**src/rtl/fa_fault_bist_ctrl.sv**
```systemverilog
// BIST sequencer for the full-adder fault detector: sweeps every input vector
// against every fault index, samples the detector flags and accumulates per-fault results.
module fa_fault_bist_ctrl #(
    parameter int NUM_FAULTS = 5,
    parameter int SETTLE     = 1,
    parameter int CNT_W      = 4
) (
    input  logic                  clk,
    input  logic                  rst_n,
    input  logic                  start,
    input  logic                  abort,
    output logic                  a,
    output logic                  b,
    output logic                  cin,
    output logic [2:0]            fault_select,
    input  logic                  fs_in,
    input  logic                  fc_in,
    output logic                  busy,
    output logic                  done,
    output logic                  golden_error,
    output logic [NUM_FAULTS-1:0] fault_detected,
    input  logic [2:0]            rd_sel,
    output logic [CNT_W-1:0]      rd_sum_cnt,
    output logic [CNT_W-1:0]      rd_carry_cnt,
    output logic [1:0]            state_dbg
);

    typedef enum logic [1:0] {
        S_IDLE   = 2'd0,
        S_APPLY  = 2'd1,
        S_SAMPLE = 2'd2,
        S_DONE   = 2'd3
    } state_t;

    localparam logic [2:0] LAST_FLT    = 3'(NUM_FAULTS - 1);
    localparam logic [3:0] SETTLE_LAST = 4'(SETTLE - 1);

    state_t     state, state_nxt;
    logic [2:0] vec, vec_nxt;
    logic [2:0] flt, flt_nxt;
    logic [3:0] settle_cnt, settle_nxt;
    logic       clear_res;
    logic       do_sample;

    logic [CNT_W-1:0] sum_cnt   [NUM_FAULTS];
    logic [CNT_W-1:0] carry_cnt [NUM_FAULTS];

    always_ff @(posedge clk or negedge rst_n) begin
        if (!rst_n) begin
            state      <= S_IDLE;
            vec        <= 3'd0;
            flt        <= 3'd0;
            settle_cnt <= 4'd0;
        end else begin
            state      <= state_nxt;
            vec        <= vec_nxt;
            flt        <= flt_nxt;
            settle_cnt <= settle_nxt;
        end
    end

    // Fault index is the inner loop, vector the outer loop; abort beats sampling.
    always_comb begin
        state_nxt  = state;
        vec_nxt    = vec;
        flt_nxt    = flt;
        settle_nxt = settle_cnt;
        clear_res  = 1'b0;
        do_sample  = 1'b0;
        case (state)
            S_IDLE, S_DONE: begin
                if (start && !abort) begin
                    state_nxt  = S_APPLY;
                    vec_nxt    = 3'd0;
                    flt_nxt    = 3'd0;
                    settle_nxt = 4'd0;
                    clear_res  = 1'b1;
                end
            end
            S_APPLY: begin
                if (abort) begin
                    state_nxt = S_IDLE;
                end else if (settle_cnt == SETTLE_LAST) begin
                    state_nxt = S_SAMPLE;
                end else begin
                    settle_nxt = settle_cnt + 4'd1;
                end
            end
            S_SAMPLE: begin
                if (abort) begin
                    state_nxt = S_IDLE;
                end else begin
                    do_sample  = 1'b1;
                    settle_nxt = 4'd0;
                    if (flt < LAST_FLT) begin
                        flt_nxt   = flt + 3'd1;
                        state_nxt = S_APPLY;
                    end else begin
                        flt_nxt = 3'd0;
                        if (vec == 3'd7) begin
                            state_nxt = S_DONE;
                        end else begin
                            vec_nxt   = vec + 3'd1;
                            state_nxt = S_APPLY;
                        end
                    end
                end
            end
            default: state_nxt = S_IDLE;
        endcase
    end

    // Stimulus is registered from the next-state view so it is stable for the whole pair.
    always_ff @(posedge clk or negedge rst_n) begin
        if (!rst_n) begin
            {a, b, cin}  <= 3'd0;
            fault_select <= 3'd0;
        end else if (state_nxt == S_APPLY || state_nxt == S_SAMPLE) begin
            {a, b, cin}  <= vec_nxt;
            fault_select <= flt_nxt;
        end else begin
            {a, b, cin}  <= 3'd0;
            fault_select <= 3'd0;
        end
    end

    always_ff @(posedge clk or negedge rst_n) begin
        if (!rst_n) begin
            for (int k = 0; k < NUM_FAULTS; k++) begin
                sum_cnt[k]   <= '0;
                carry_cnt[k] <= '0;
            end
            fault_detected <= '0;
            golden_error   <= 1'b0;
        end else if (clear_res) begin
            for (int k = 0; k < NUM_FAULTS; k++) begin
                sum_cnt[k]   <= '0;
                carry_cnt[k] <= '0;
            end
            fault_detected <= '0;
            golden_error   <= 1'b0;
        end else if (do_sample) begin
            for (int k = 0; k < NUM_FAULTS; k++) begin
                if (flt == 3'(k)) begin
                    if (fs_in && (sum_cnt[k] != '1)) begin
                        sum_cnt[k] <= sum_cnt[k] + 1'b1;
                    end
                    if (fc_in && (carry_cnt[k] != '1)) begin
                        carry_cnt[k] <= carry_cnt[k] + 1'b1;
                    end
                    if (fs_in || fc_in) begin
                        fault_detected[k] <= 1'b1;
                    end
                end
            end
            if ((flt == 3'd0) && (fs_in || fc_in)) begin
                golden_error <= 1'b1;
            end
        end
    end

    // Out-of-range rd_sel matches no index and reads back zero.
    always_comb begin
        rd_sum_cnt   = '0;
        rd_carry_cnt = '0;
        for (int k = 0; k < NUM_FAULTS; k++) begin
            if (rd_sel == 3'(k)) begin
                rd_sum_cnt   = sum_cnt[k];
                rd_carry_cnt = carry_cnt[k];
            end
        end
    end

    assign busy      = (state == S_APPLY) || (state == S_SAMPLE);
    assign done      = (state == S_DONE);
    assign state_dbg = state;

endmodule

```
**config.mk**
```make
export PLATFORM = sky130hd
export DESIGN_NAME = fa_fault_bist_ctrl
export DESIGN_NICKNAME = d
export VERILOG_FILES = /design/src/rtl/fa_fault_bist_ctrl.sv
export SDC_FILE = /design/constraint.sdc
export NUM_CORES = 1
export LEC_CHECK = 0
export ABC_AREA = 0
export BUFFER_PORTS_ARGS = -buffer_cell sky130_fd_sc_hd__buf_4
export CORE_MARGIN = 2
export CORE_UTILIZATION = 50
export DETAILED_ROUTE_END_ITERATION = 10
export GPL_TIMING_DRIVEN = 0
export PLACE_DENSITY = 0.69
export SYNTH_ARGS = -nofsm -noshare
export SYNTH_HDL_FRONTEND = slang
export SYNTH_SLANG_ARGS = --single-unit
```
**constraint.sdc**
```tcl
create_clock -name clk -period 3.5 [get_ports clk]
set_input_delay 0.175 -clock clk [delete_from_list [all_inputs] [get_ports clk]]
set_output_delay 0.175 -clock clk [all_outputs]
set_load 0.01 [all_outputs]
```
After elaboration in Yosys (flattened, before gate mapping)
Cells that the tools add are included.

operators by class
  equal/unequal tests = 28
  magnitude comparators = 1
  add/sub/neg operators = 13
  reduce and logical (&&, ||, !) cells = 56
  mux-type cells = 74

operator list
  operator             number
  $mux 4               34
  $mux 20              4
  $reduce_and 3->1     15
  $add 4x1->4 const B  11
  $ne 4x4->1 const B   10
  $reduce_bool 2->1    18
  $mux 3               8
  $mux 1               16
  $eq 3x2->1 const B   4
  $logic_and 1x1->1    12
  $mux 2               6
  $pmux 3 s2           2
  $pmux 4 s3           1
  $mux 5               2
  $eq 3x3->1 const B   3
  $ne 2x2->1 const B   4
  $add 3x1->3 const B  2
  $eq 2x2->1 const B   3
  $eq 3x1->1 const B   2
  $logic_not 3->1      2
  $pmux 2 s3           1
  $eq 2x1->1 const B   2
  $logic_not 4->1      1
  $reduce_and 4->1     1
  other kinds (6)      8

storage, ports and cells
  flip-flop bits (word level) = 64

Depth between registers and ports, before layout
Gate-level depths: netlist of the first run.

  depth after elaboration = 8
  depth in mapped cells = 9
  gate-level depth less buffers = 7

Worst setup path before layout of the first run
OpenSTA, ideal clock, no wires.

  path type = register to register
  from = register state[0], in the netlist state_dbg[0]
  to = register carry_cnt[0] (netlist bit)
  arrival time = 1806 ps
  cell stages (with the launch flop) = 8
  slack = 1563 ps
  required time = 3368 ps
  clock period less this slack = 1937 ps
  setup time = 132 ps
  path through = dfrtp_1 inv_1 ha_1 buf_2 inv_1 nor2_1 clkbuf_1 nor2_1

on the way
  cells in the longest elaborated chain, start to end = 5
  elaborated cells on any way between the ends = 11
  classes of those cells = 2 x eq/ne; 3 x mux; 6 x reduce/logical

ends and longest elaborated chain
  element                                               line  source
  start: declaration                                    38    state_t state, state_nxt;
  start signal: assignment                              55    state <= state_nxt;
  $eq 2x2->1 / $logic_not 2->1 (equally long branches)  70    case (state)
  $reduce_or 2->1                                       70
  $mux 1                                                70
  $reduce_bool 2->1 (no source line)                    n/a
  $reduce_and 3->1 (no source line)                     n/a
  end signal: indexed assignment                        149   carry_cnt[k] <= carry_cnt[k] + 1'b1;
  end: declaration                                      46    logic [CNT_W-1:0] carry_cnt [NUM_FAULTS];

Parallel ways exist; a longest one is shown, timed or not.
A chain may end at the register's enable or synchronous reset.

Worst setup path in the final report of the first run
  from = register state[0], in the netlist state_dbg[0]
  to = register sum_cnt[13] (netlist bit)

on the way
  cells in the longest elaborated chain, start to end = 5
  elaborated cells on any way between the ends = 11
  classes of those cells = 2 x eq/ne; 3 x mux; 6 x reduce/logical

ends and longest elaborated chain
  element                                               line  source
  $eq 2x2->1 / $logic_not 2->1 (equally long branches)  70
  $reduce_or 2->1                                       70
  $mux 1                                                70
  $reduce_bool 2->1 (no source line)                    n/a
  $reduce_and 3->1 (no source line)                     n/a
  end signal: indexed assignment                        146   sum_cnt[k] <= sum_cnt[k] + 1'b1;
  end: declaration                                      45    logic [CNT_W-1:0] sum_cnt [NUM_FAULTS];

Parallel ways exist; a longest one is shown, timed or not.

==> results of run 1 <==
placed cells by master, fill, tap and decap left out, drive strengths merged, types with 2 or more instances in the layout:
cell,n
a21oi,8
a221oi,2
a22o,3
a22oi,3
a31oi,3
and2,6
and3,11
and4bb,2
buf,35
bufinv,2
clkbuf,30
dfrtp,64
ha,20
inv,15
mux2,2
mux2i,14
mux4,5
nand2,15
nand3,17
nand4,11
nor2,52
nor2b,3
nor3b,2
nor4b,2
o21ai,8
o22ai,4
xnor2,11
xor2,22
timing repair:
item / in CTS / in global routing
buffers inserted: 0 / 0
endpoints found under the hold margin: 64 / 0
hold buffers: 1 / 0
layout make-up:
class	instances	share of cell area (%)
multi-input combinational	237	42.31
inverter	15	1.401
sequential	64	39.85
clock buffer	12	3.861
timing repair buffer	32	6.040
buffer	22	2.428
tap	80	2.491
clock inverter	3	1.619
metal layers:
metal	global-route usage, %	share of wire (%)	wire (um)	vias to the layer above
li1	-	-	-	1255
met1	29.47	48	3443	1244
met2	32.41	45	3270	62
met3	4.550	4.7	340	14
met4	7.692	1.9	140	0
met5	0	0	0	-
through the flow:
stage | area [um^2] | setup slack, ps | util, % | power [mW]
2_1_floorplan | 3456 | 1563 | - | 1.242
3_3_place_gp | 3789 | 1079 | 56.07 | 1.416
3_5_place_dp | 3789 | 1059 | 56.07 | 1.434
4_1_cts | 4019 | 1044 | 59.48 | 2.147
5_1_grt | 4019 | 826.5 | 59.48 | 2.258
6_report | 4019 | 1071 | 59.48 | 2.132
worst reg2reg max path, delay by kind of cell (launching register included):
family	cells	cell delay [ps]
adders and majority gates	1	290
buffers and inverters	4	830
DFF	1	420
and+or+nand+nor	2	760
power by group through the flow:
stage	clock, mW	combinational [mW]	sequential (mW)
global placement	0	0.565	0.852
CTS	0.722	0.584	0.841
finish	0.716	0.575	0.841
detailed placement	0	0.580	0.854
floorplan	0	0.390	0.852
global route	0.767	0.643	0.848
cell families after synthesis:
logic type                 synth area share [%]
adders and majority gates                 7.241
xor gates and xnor gates                  8.363
AOI/OAI and AO/OA                         7.567
muxes                                     7.965
buffers and inverters                     4.453
DFF                                       46.34
and+or+nand+nor                           18.07
worst max-delay path by stage:
stage | startpoint | endpoint | slack, ps | cells after the start
floorplan | state_dbg[0] | carry_cnt[0] | 1560 | 7
global placement | state_dbg[0] | sum_cnt[13] | 1080 | 7
detailed placement | state_dbg[0] | sum_cnt[16] | 1060 | 7
CTS | state_dbg[0] | sum_cnt[12] | 1040 | 7
global route | state_dbg[0] | sum_cnt[13] | 830 | 7
finish | state_dbg[0] | sum_cnt[13] | 1070 | 7
flip-flops by register name (all words and copies together) (netlist names):
register,flops
carry_cnt,20
sum_cnt,20
fault_detected,5
settle_cnt,4
fault_select,3
flt,3
vec,3
state_dbg,2
a,1
b,1
cin,1
golden_error,1
==> reports/results.tsv, run 1 <==
metric	value	unit
post-synth-top-area-cell	dfrtp_1	
synth_top_area_share	46.34	%
die-area	0.007593	mm^2
grt_pass1_vias	2564	
antenna_cells	0	
clk_pin_slew_worst_paths	70	ps
grtUsageTotal	21.06	%
yosys_most_used_dff	dfrtp_1	
min_path_type	primary input to flop	
dp.cells	449	
slowest_stage	nor2_1	
setup_tns	0	ps
synth_fp_nets	367	
max_stage_delay	660	ps
area_growth	16.29	%
ys_ff_latch	64	
hold_start	fs_in	
vias	2575	
core_area	0.006756	mm^2
async_reset_ff_share	100.0	%
grt_overflow	0	
routed_wl	7194	um
drtAntennaViolNets	0	
skew	7.514	ps
wl_per_cell	15.47	um
cts_resized	0	
hold_depth	3	
rows	30	
cts_buffers	9	
fmax	411.7	MHz
nets	410	
grt_pass1_wl	12280	um
vias_per_cell	5.538	
clkSinkCount	64	
reg2reg_depth	7	
critPathLaunchType	flop	
cp.required	3710	ps
synth.most_common_cell	dfrtp_1	
portBuffers	31	
yosysUniqueCellTypes	40	
multiInputGateArea	0.001700	mm^2
nFillCells	593	
seqCellArea	0.001602	mm^2
drtPass1Iterations	4	
ir_drop	324.5	uV
slew_violations	0	
cp_data_arrival_time	2640	ps
io_pins	33	
whs	216.8	ps
clockBufferDepth	2	
drc	0	
synth-edff-count	0	
place_congestion	0.8698	
path_cells	inv_1 > ha_1 > buf_2 > inv_1 > nor2_1 > clkbuf_1 > nor2_1	
antenna_found_initial	0	
p_per_area	530.6	mW/mm^2
r2r_start	state_dbg[0]	
syn_area_per_cell	10.22	um^2
drt_first_iter_violations	126	
slew_headroom	34.17	%
cp-end-kind	flop	
switching_share	31.77	%
worstMarginPinSlew	973.7	ps
cts_root_buf	clkbuf_8	
fin_crit_sh	69.40	%
yosysSeqAreaShare	46.34	%
htreeDepth	3	
die_h	87.14	um
fin_cells	465	
path_buf_inv	4	
p_clk_share	33.6	%
p_leak	1.962	nW
synthTopCellsByArea	dfrtp_1, ha_1, nor2_1	
synthTopCellsByCount	dfrtp_1, nor2_1, xor2_1, ha_1	
start_util	51.15	%
syn_inst	338	
cts_tree	built	
period_minus_slack	2429	ps
synth_area	0.003456	mm^2
worstPathMaxFanout	10	
cap_violations	0	
hpwl	5121	um
pwr-share-comb	27.0	%
grt_max_degree	65	
rsz0062_at_grt	false	
timing.rr.end	sum_cnt[13]	
status	finished clean	
ys_warn_count	0	
setup_viol	0	
whs_endpoint	fault_detected[4]	
die_width	87.14	um
path_delay_family	buffers and inverters	
layout-drive-gt1-share	16.10	%
hold_viol_final	0	
clk_latency	340	ps
criticalPathCategory	flop to flop	
p_int	1.455	mW
reg2reg_slack	1070	ps
p_sw	0.6774	mW
seqPwrFrac	39.5	%
Note: power is estimated with default switching activity, not from simulation.
==> run 2, diff against run 1 <==
ABC_AREA = 1   (was 0)
clock period = 2.39 ns   (was 3.5 ns; I/O delays follow)
==> reports/results.tsv, run 2 <==
metric	value	unit
status	finished clean	
clkSinkCount	64	
rows	31	
seqCellArea	0.001602	mm^2
clk_pin_slew_worst_paths	80	ps
io_pins	33	
ys_warn_count	0	
hpwl	6020	um
rsz0062_at_grt	false	
hold_start	fc_in	
start_util	51.26	%
worstPathMaxFanout	6	
async_reset_ff_share	100.0	%
drtPass1Iterations	4	
cp-end-kind	flop	
antenna_cells	0	
vias	3188	
cts_root_buf	clkbuf_8	
synth-edff-count	0	
slew_headroom	37.88	%
slew_violations	0	
whs_endpoint	fault_detected[1]	
clk_latency	350	ps
cts_setup_buffers	0	
layout-drive-gt1-share	14.09	%
grt_pass1_wl	14500	um
grt_overflow	0	
synth_fp_nets	500	
fmax	524.6	MHz
die_width	89.78	um
drt_first_iter_violations	169	
nets	543	
vias_per_cell	5.167	
core_area	0.007176	mm^2
final_cell_mix	nand2_1, inv_1, dfrtp_1	
final_util	59.20	%
min_path_type	primary input to flop	
area_growth	15.48	%
syn_area_per_cell	7.810	um^2
final_common_cell	nand2_1	
htreeDepth	3	
dpl_worst_slack	487.9	ps
top_regs	carry_cnt: 20 flops, sum_cnt: 20 flops, fault_detected: 5 flops	
cts_tree	built	
cap_violations	0	
setup_viol	0	
fin_crit_sh	79.76	%
period_minus_slack	1906	ps
cp.required	2630	ps
p_per_area	844.4	mW/mm^2
post-synth-top-area-cell	dfrtp_1	
drc	0	
wl_per_cell	13.38	um
cts_buffers	9	
fin_cells	617	
place_congestion	0.8073	
dp.cells	601	
portBuffers	31	
cp_data_arrival_time	2150	ps
yosysUniqueCellTypes	36	
nFillCells	647	
worstMarginPinSlew	924.7	ps
hold_depth	3	
reg2reg_slack	480	ps
synthTopCellsByCount	nand2_1, inv_1, dfrtp_1, nand3_1, o21ai_0	
r2r_start	state_dbg[0]	
synth_top_area_share	43.54	%
ir_drop	666.9	uV
clockBufferDepth	2	
critPathLaunchType	flop	
synth.most_common_cell	nand2_1	
skew	12.52	ps
reg2reg_depth	9	
criticalPathCategory	flop to flop	
ys_ff_latch	64	
multiInputGateArea	0.001738	mm^2
p_leak	2.093	nW
die_h	89.78	um
die-area	0.008060	mm^2
yosysSeqAreaShare	43.54	%
syn_inst	471	
synthTopCellsByArea	dfrtp_1, nand2_1, inv_1	
antenna_found_initial	0	
synth_area	0.003679	mm^2
grt_pass1_vias	3222	
timing.rr.end	sum_cnt[10]	
hold_viol_final	0	
grtUsageTotal	22.12	%
yosys_most_used_dff	dfrtp_1	
routed_wl	8255	um
grt_max_degree	65	
drtAntennaViolNets	0	
setup_ws	483.7	ps
setup_tns	0	ps
run 2: changes by cell type in the layout (fill, tap and decap cells not counted), sizes merged, moves of 6 or more:
| cell | change |
|---|---|
| nand2 | +79 |
| nand3 | +32 |
| a21oi | +17 |
| and3 | -11 |
| and2 | -6 |
| o21ai | +37 |
| xnor2 | -10 |
| mux2i | -14 |
| o22ai | +6 |
| clkbuf | -18 |
| nor2 | -9 |
| nand4 | -8 |
| inv | +64 |
| xor2 | -14 |
run 2: logic make-up after synthesis:
logic type | Yosys count | share of synthesized area (%)
simple gates | 205 | 25.17
compound gates | 88 | 13.13
buf+inv | 85 | 9.218
flops | 64 | 43.54
fa+ha+maj | 20 | 6.803
xor+xnor | 9 | 2.143
run 2: what timing repair did:
item	4_1_cts	5_1_grt
hold buffers	1	0
gates resized for setup	0	0
hold endpoints to repair	64	0
setup endpoints to repair	0	0
run 2: final cells by class:
type                    instances  area share [%]
clock inverters                 3           1.591
repair buffers                 32           5.714
multi-input cells             322           40.91
flip-flops and latches         64           37.70
plain buffers                   6           1.001
well taps                      99           2.916
clock buffers                  12           3.181
inverters                      79           6.981
run 2: worst max path at each step:
stage,startpoint,depth (start not counted),end,slack [ps]
3_5_place_dp,state_dbg[0],9,sum_cnt[10],490
4_1_cts,state_dbg[0],9,sum_cnt[10],480
2_1_floorplan,state_dbg[0],9,sum_cnt[10],750
3_3_place_gp,state_dbg[0],9,sum_cnt[10],540
6_report,state_dbg[0],9,sum_cnt[10],480
5_1_grt,state_dbg[0],7,sum_cnt[1],310
run 2: critical path, cell delays in order, from the launching register on:
cell     delay [ps]
dfrtp_1         430
inv_1           100
ha_1            270
inv_1           130
nor2_4          160
nand3_1         150
nor2_1          240
inv_1           100
o21ai_0         160
a21oi_1          50
run 2: where the power goes:
part	internal [mW]	switching [mW]
Combinational	0.425	0.745
Sequential	1.25	0.165
Clock	0.583	0.418
run 2: per-stage QoR:
stage               area (um^2)  total power, mW  hold slack (ps)
floorplan                  3679            2.227           -176.1
global placement           4035            2.567            276.4
detailed placement         4035            2.606            275.1
CTS                        4248            3.610            151.6
global route               4248            3.877            157.9
finish                     4248            3.587            165.1
run 2: routing by layer:
| layer | global-route usage [%] | wire length, um | share of wire, % | vias up |
|---|---|---|---|---|
| met4 | 8.462 | 159 | 1.9 | 0 |
| met2 | 38.07 | 4102 | 50 | 41 |
| li1 | - | - | - | 1625 |
| met5 | 0 | 0 | 0 | - |
| met3 | 4.191 | 211 | 2.6 | 15 |
| met1 | 27.72 | 3782 | 46 | 1507 |
